$ cat config.mk
export PLATFORM = sky130hd
export DESIGN_NAME = multiplexor_arbitrado_flat
export DESIGN_NICKNAME = d
export VERILOG_FILES = /design/src/rtl/multiplexor_arbitrado_if.sv /design/src/rtl/multiplexor_arbitrado.sv /design/src/flat_wrapper.sv
export SDC_FILE = /design/constraint.sdc
export NUM_CORES = 1
export LEC_CHECK = 0
export ABC_AREA = 1
export ABC_CLOCK_PERIOD_IN_PS = 12780
export BUFFER_PORTS_ARGS = -buffer_cell sky130_fd_sc_hd__buf_2
export CORE_AREA = 5 5 225 227
export DETAILED_ROUTE_END_ITERATION = 10
export DIE_AREA = 0 0 230 232
export MAX_ROUTING_LAYER = met4
export PLACE_DENSITY_LB_ADDON = 0.2
export SLEW_MARGIN = 25
export SYNTH_ARGS = -nofsm -noshare
export SYNTH_HDL_FRONTEND = slang
export SYNTH_SLANG_ARGS = --single-unit
$ cat constraint.sdc
create_clock -name clk -period 12.78 [get_ports clk]
set_input_delay 3.195 -clock clk [delete_from_list [all_inputs] [get_ports clk]]
set_output_delay 3.195 -clock clk [all_outputs]
set_load 0.01 [all_outputs]
$ cat src/rtl/multiplexor_arbitrado_if.sv
`default_nettype none
// ============================================================================
// Module   : multiplexor_arbitrado_if
// Brief    : Handshake bundle between N producers, the arbitrated mux and
//            the single consumer.
// Revision : 1.0 - initial release
// ============================================================================
interface multiplexor_arbitrado_if #(
  parameter int BITS    = 32,
  parameter int CANALES = 16
);
  localparam int SEL_W = $clog2(CANALES);

  logic [CANALES*BITS-1:0] datoIn;
  logic [CANALES-1:0]      validIn;
  logic [CANALES-1:0]      readyIn;
  logic                    modo;
  logic [SEL_W-1:0]        selDato;
  logic [BITS-1:0]         datoOutput;
  logic                    validOut;
  logic                    readyOut;
  logic [SEL_W-1:0]        canalOut;

  // Producer/consumer side of the bundle
  modport master (
    output datoIn, validIn, modo, selDato, readyOut,
    input  readyIn, datoOutput, validOut, canalOut
  );

  // Multiplexer side of the bundle
  modport slave (
    input  datoIn, validIn, modo, selDato, readyOut,
    output readyIn, datoOutput, validOut, canalOut
  );
endinterface
`default_nettype wire

$ cat src/rtl/multiplexor_arbitrado.sv
`default_nettype none
// ============================================================================
// Module   : multiplexor_arbitrado
// Brief    : N-channel registered multiplexer, fixed-index or round-robin
//            selection, valid/ready on every input and on the output.
// Revision : 1.0 - initial release
// ============================================================================
module multiplexor_arbitrado #(
  parameter int BITS    = 32,
  parameter int CANALES = 16
) (
  input  logic                  clk,
  input  logic                  rst,
  multiplexor_arbitrado_if.slave bus
);
  localparam int SEL_W     = $clog2(CANALES);
  localparam int c_num_idx = 1 << SEL_W;
  localparam logic [SEL_W:0]   c_canales = (SEL_W+1)'(CANALES);
  localparam logic [SEL_W-1:0] c_ptr_ini = SEL_W'(CANALES-1);

  typedef enum logic [0:0] {
    VACIO = 1'b0,
    LLENO = 1'b1
  } estado_t;

  estado_t r_estado;
  estado_t w_estado_sig;

  logic [c_num_idx-1:0] w_valid_ext;
  logic [BITS-1:0]      w_dato_arr [c_num_idx];
  logic [SEL_W-1:0]     r_ptr;
  logic [SEL_W-1:0]     w_rr_gnt;
  logic                 w_rr_hay;
  logic [SEL_W:0]       w_cand;
  logic                 w_fijo_hay;
  logic [SEL_W-1:0]     w_gnt;
  logic                 w_hay;
  logic                 w_carga;
  logic                 w_carga_en;
  logic [c_num_idx-1:0] w_ready_ext;
  logic [BITS-1:0]      r_dato;
  logic [SEL_W-1:0]     r_canal;

  // Pad the channel set to a power of two so every index code is addressable;
  // padded slots never request, so they can never be granted.
  for (genvar k = 0; k < c_num_idx; k++) begin : g_canal
    if (k < CANALES) begin : g_real
      assign w_valid_ext[k] = bus.validIn[k];
      assign w_dato_arr[k]  = bus.datoIn[k*BITS +: BITS];
    end else begin : g_relleno
      assign w_valid_ext[k] = 1'b0;
      assign w_dato_arr[k]  = '0;
    end
  end

  // Walk from farthest to nearest so the closest requester after ptr wins.
  always_comb begin
    w_rr_gnt = '0;
    w_rr_hay = 1'b0;
    w_cand   = '0;
    for (int i = CANALES; i >= 1; i--) begin
      w_cand = {1'b0, r_ptr} + (SEL_W+1)'(i);
      if (w_cand >= c_canales) begin
        w_cand = w_cand - c_canales;
      end
      if (w_valid_ext[w_cand[SEL_W-1:0]]) begin
        w_rr_gnt = w_cand[SEL_W-1:0];
        w_rr_hay = 1'b1;
      end
    end
  end

  assign w_fijo_hay = ({1'b0, bus.selDato} < c_canales) && w_valid_ext[bus.selDato];
  assign w_gnt      = bus.modo ? w_rr_gnt : bus.selDato;
  assign w_hay      = bus.modo ? w_rr_hay : w_fijo_hay;
  assign w_carga    = (r_estado == VACIO) | bus.readyOut;
  assign w_carga_en = w_carga & w_hay;

  always_comb begin
    w_ready_ext = '0;
    if (w_carga_en) begin
      w_ready_ext[w_gnt] = 1'b1;
    end
  end

  assign bus.readyIn = w_ready_ext[CANALES-1:0];

  always_ff @(posedge clk) begin
    if (rst) begin
      r_estado <= VACIO;
    end else begin
      r_estado <= w_estado_sig;
    end
  end

  always_comb begin
    w_estado_sig = r_estado;
    case (r_estado)
      VACIO: begin
        if (w_carga_en) begin
          w_estado_sig = LLENO;
        end
      end
      LLENO: begin
        if (!w_carga_en && bus.readyOut) begin
          w_estado_sig = VACIO;
        end
      end
      default: begin
        w_estado_sig = VACIO;
      end
    endcase
  end

  // Pointer only advances on round-robin loads; fixed-mode loads leave it alone.
  always_ff @(posedge clk) begin
    if (rst) begin
      r_dato  <= '0;
      r_canal <= '0;
      r_ptr   <= c_ptr_ini;
    end else if (w_carga_en) begin
      r_dato  <= w_dato_arr[w_gnt];
      r_canal <= w_gnt;
      if (bus.modo) begin
        r_ptr <= w_gnt;
      end
    end
  end

  assign bus.datoOutput = r_dato;
  assign bus.validOut   = (r_estado == LLENO);
  assign bus.canalOut   = r_canal;

endmodule
`default_nettype wire

$ cat src/flat_wrapper.sv
// flat-port wrapper written by rule: the top's interface ports become plain ports
module multiplexor_arbitrado_flat 
#(
  parameter int BITS    = 32,
  parameter int CANALES = 16
)
  (clk, rst, bus_datoIn, bus_validIn, bus_modo, bus_selDato, bus_readyOut, bus_readyIn, bus_datoOutput, bus_validOut, bus_canalOut);
  multiplexor_arbitrado_if #(.BITS(BITS), .CANALES(CANALES)) bus_i ();
  input  logic clk;
  input  logic rst;
  input wire logic [$bits(bus_i.datoIn)-1:0] bus_datoIn;
  input wire logic [$bits(bus_i.validIn)-1:0] bus_validIn;
  input wire logic [$bits(bus_i.modo)-1:0] bus_modo;
  input wire logic [$bits(bus_i.selDato)-1:0] bus_selDato;
  input wire logic [$bits(bus_i.readyOut)-1:0] bus_readyOut;
  output wire logic [$bits(bus_i.readyIn)-1:0] bus_readyIn;
  output wire logic [$bits(bus_i.datoOutput)-1:0] bus_datoOutput;
  output wire logic [$bits(bus_i.validOut)-1:0] bus_validOut;
  output wire logic [$bits(bus_i.canalOut)-1:0] bus_canalOut;
  assign bus_i.datoIn = bus_datoIn;
  assign bus_i.validIn = bus_validIn;
  assign bus_i.modo = bus_modo;
  assign bus_i.selDato = bus_selDato;
  assign bus_i.readyOut = bus_readyOut;
  assign bus_readyIn = bus_i.readyIn;
  assign bus_datoOutput = bus_i.datoOutput;
  assign bus_validOut = bus_i.validOut;
  assign bus_canalOut = bus_i.canalOut;
  multiplexor_arbitrado #(.BITS(BITS), .CANALES(CANALES)) u_core (.clk(clk), .rst(rst), .bus(bus_i));
endmodule
==> flow_metrics.env <==
export IMPL_area_growth_pct=35.77
export IMPL_p_leak_nw=8.014
export IMPL_postCtsHoldBufs=0
export IMPL_routed_wl_mm=63.61
export IMPL_crit_type="in2out"
export IMPL_portBuffers=588
export IMPL_first_global_vias=14457
export IMPL_rsz0062_at_grt="false"
export IMPL_fin_hold_ws_ns=0.5021
export IMPL_post_route_cell_area_sq_mm=0.01276
export IMPL_avgViaCountPerCell=4.656
export IMPL_drive_gt1_share_pct=25.30
export IMPL_yosys_area_top_type_share_pct=51.96
export IMPL_endpoint_kind="primary output"
export IMPL_async_reset_ff_share_pct=0
export IMPL_crit_path_start_kind="input pin"
export IMPL_max_slew_margin_pct=31.50
export IMPL_tns_ns=0
export IMPL_power_density_mw_per_mm2=173.9
export IMPL_vias=14773
export IMPL_tightestPinTransition_ns=1.027
export IMPL_clk_pin_slew_ns=0.06
export IMPL_ys_warnings_count=0
export IMPL_worstSkewPairLatency_ns=0.29
export IMPL_postCtsSetupBuffers=0
export IMPL_design_core_area_sq_mm=0.04844
export IMPL_clock_fmax_mhz=94.83
export IMPL_htreeDepth=2
export IMPL_crit_fanout=109
export IMPL_synthCells=2071
export IMPL_syn_area_per_cell_sq_um=4.538
export IMPL_grt_max_degree=129
export IMPL_synth_seq_cells=41
export IMPL_clockRootBuffer="clkbuf_16"
export IMPL_period_needed_ns=10.54
export IMPL_die_y_microns=232
export IMPL_setup_viol=0
export IMPL_worstPathRequired_ns=9.59
export IMPL_worst_slack_ns=2.235
export IMPL_synthDistinctLibCells=36
export IMPL_numPlacedInstances=3156
export IMPL_antenna_found_initial=9
export IMPL_wl_per_cell_microns=20.05
export IMPL_die_x_microns=230
export IMPL_dpl_cell_area_sq_mm=0.01254
export IMPL_ir_drop_uv=88.94
export IMPL_dpl_hpwl_mm=52.43
export IMPL_cts_tree="done"
export IMPL_maxCapViolCount=0
export IMPL_place_ws_ns=2.327
export IMPL_ys_seq_area_share_pct=8.733
export IMPL_arrival_ns=7.35
export IMPL_yosysMostFrequentCell="nand2_1"
export IMPL_synthTopCellsByArea="nand2_1 52%, nand3_1 16%, dfxtp_1 8.7%"
export IMPL_finalPower_mw=2.219
export IMPL_status="finished, final reports clean"
export IMPL_numCtsBuffers=5
export IMPL_drc=0
export IMPL_cts_max_path_buffers=2
export IMPL_synth_area_sq_mm=0.009399
export IMPL_cts_sinks=41
export IMPL_io_pins=589
export IMPL_maxSlewViolCount=0
export IMPL_instances_no_fill=3173
export IMPL_ant_nets=0
export IMPL_synth_edf_count=0
export IMPL_initial_utilization_pct=19.40
export IMPL_first_pass_iters=5
export IMPL_num_rows=81
export IMPL_grt_overflow=0
export IMPL_grt_pass1_wl_mm=91.42
export IMPL_die_area_sq_mm=0.05336
export IMPL_hold_viol=0
export IMPL_finClkSkew_ns=0.004830
export IMPL_synth_common_cells="1301 x nand2_1, 298 x nand3_1, 98 x nor2_1"
export IMPL_hold_path_class="reg2reg"
export IMPL_grt_use_total_pct=23.07
export IMPL_ys_flop_type="dfxtp_1"
export IMPL_gp_congestion=0.8879
export IMPL_dr_first_iter_drc_count=735
export IMPL_period_share_pct=82.51
export IMPL_syn_nets=2614
export IMPL_ctsResizeCount=0
export IMPL_synth_top_area_cell="nand2_1"
export IMPL_fin_util_pct=26.34
export IMPL_layout_nets=3084
sequential cells by signal, summed over array words and instances, names as in the netlist:
| register | cells |
|---|---|
| u_core.r_ptr | 4 |
| u_core.bus.datoOutput | 32 |
| u_core.bus.canalOut | 4 |
| u_core.bus.validOut | 1 |
kinds of logic (layout without fill, tap and decap cells):
| family | after synthesis | count (layout) | share of synthesized area [%] |
|---|---|---|---|
| DFF | 41 | 41 | 8.733 |
| AOI/OAI and AO/OA | 108 | 108 | 6.230 |
| and+or+nand+nor | 1714 | 1714 | 72.96 |
| other | 0 | 9 | 0 |
| adders and majority gates | 7 | 7 | 0.9318 |
| buffers and inverters | 196 | 667 | 10.60 |
| xor gates and xnor gates | 5 | 5 | 0.5459 |
where the power goes:
part           leakage [nW]  total (mW)  internal, mW  switching (mW)
sequential            0.340       0.185         0.162          0.0228
combinational          7.58        1.86         0.511            1.35
clock                0.0945       0.169         0.113          0.0567
total                  8.01        2.22         0.785            1.43
final timing paths:
| check | from | end | slack (ns) | depth (start not counted) |
|---|---|---|---|---|
| worst max-delay path | bus_validIn[6] | bus_readyIn[2] | 2.24 | 24 |
| worst min register to register | u_core.bus.canalOut[1] | u_core.bus.canalOut[1] | 0.50 | 2 |
| worst min-delay path | u_core.bus.canalOut[1] | u_core.bus.canalOut[1] | 0.50 | 2 |
| worst max register to register | u_core.r_ptr[1] | u_core.bus.datoOutput[8] | 4.58 | 30 |
placed cells by master (no fill, tap or decap), types with 7 or more instances in the layout:
| cell type | netlist | layout |
|---|---|---|
| buf_4 | 35 | 13 |
| nand3_1 | 298 | 298 |
| inv_2 | 12 | 13 |
| ha_1 | 7 | 7 |
| dfxtp_1 | 41 | 41 |
| o21ai_0 | 43 | 43 |
| buf_2 | 61 | 588 |
| diode_2 | 0 | 9 |
| inv_1 | 43 | 42 |
| a21oi_1 | 51 | 48 |
| nand2_1 | 1301 | 1300 |
| nor2_1 | 98 | 98 |
worst max-delay path, cell delays in order:
cell and delay [ns]:
buf_2 0.11, nand2_1 0.07, nand3_1 0.16, nand3_1 0.10
nand2_1 0.11, inv_1 0.09, o21ai_1 0.54, nor2_1 0.08
nand2_1 0.09, nand3_1 0.09, nand2_1 0.07, nand2_1 0.06
nand2_1 0.06, nand2_1 0.05, nand2_1 0.06, nand2_1 0.05
nand2_1 0.14, nand2_8 0.44, nand2_8 0.71, inv_2 0.27
nor2_1 0.26, nand2_1 0.16, nor2_1 0.14, buf_2 0.14
area by class of cell:
class | instances | area (sq um)
antenna | 9 | 22.52
clock buffer | 5 | 125.1
clock inverter | 3 | 68.82
fill | 5893 | 35680
inverter | 56 | 210.2
multi-input combinational | 1834 | 7664
sequential | 41 | 820.8
tap | 622 | 778.2
timing repair buffer | 603 | 3072
routing by layer:
layer  up-vias  GRT usage (%)  routed length (microns)
li1       7419              -                        -
met4         0          4.558                     1310
met1      6742          28.48                    26550
met3        43          2.128                     3143
met5         -              -                        0
met2       569          41.35                    32600
No activity file was read; power rests on OpenSTA's default activity.
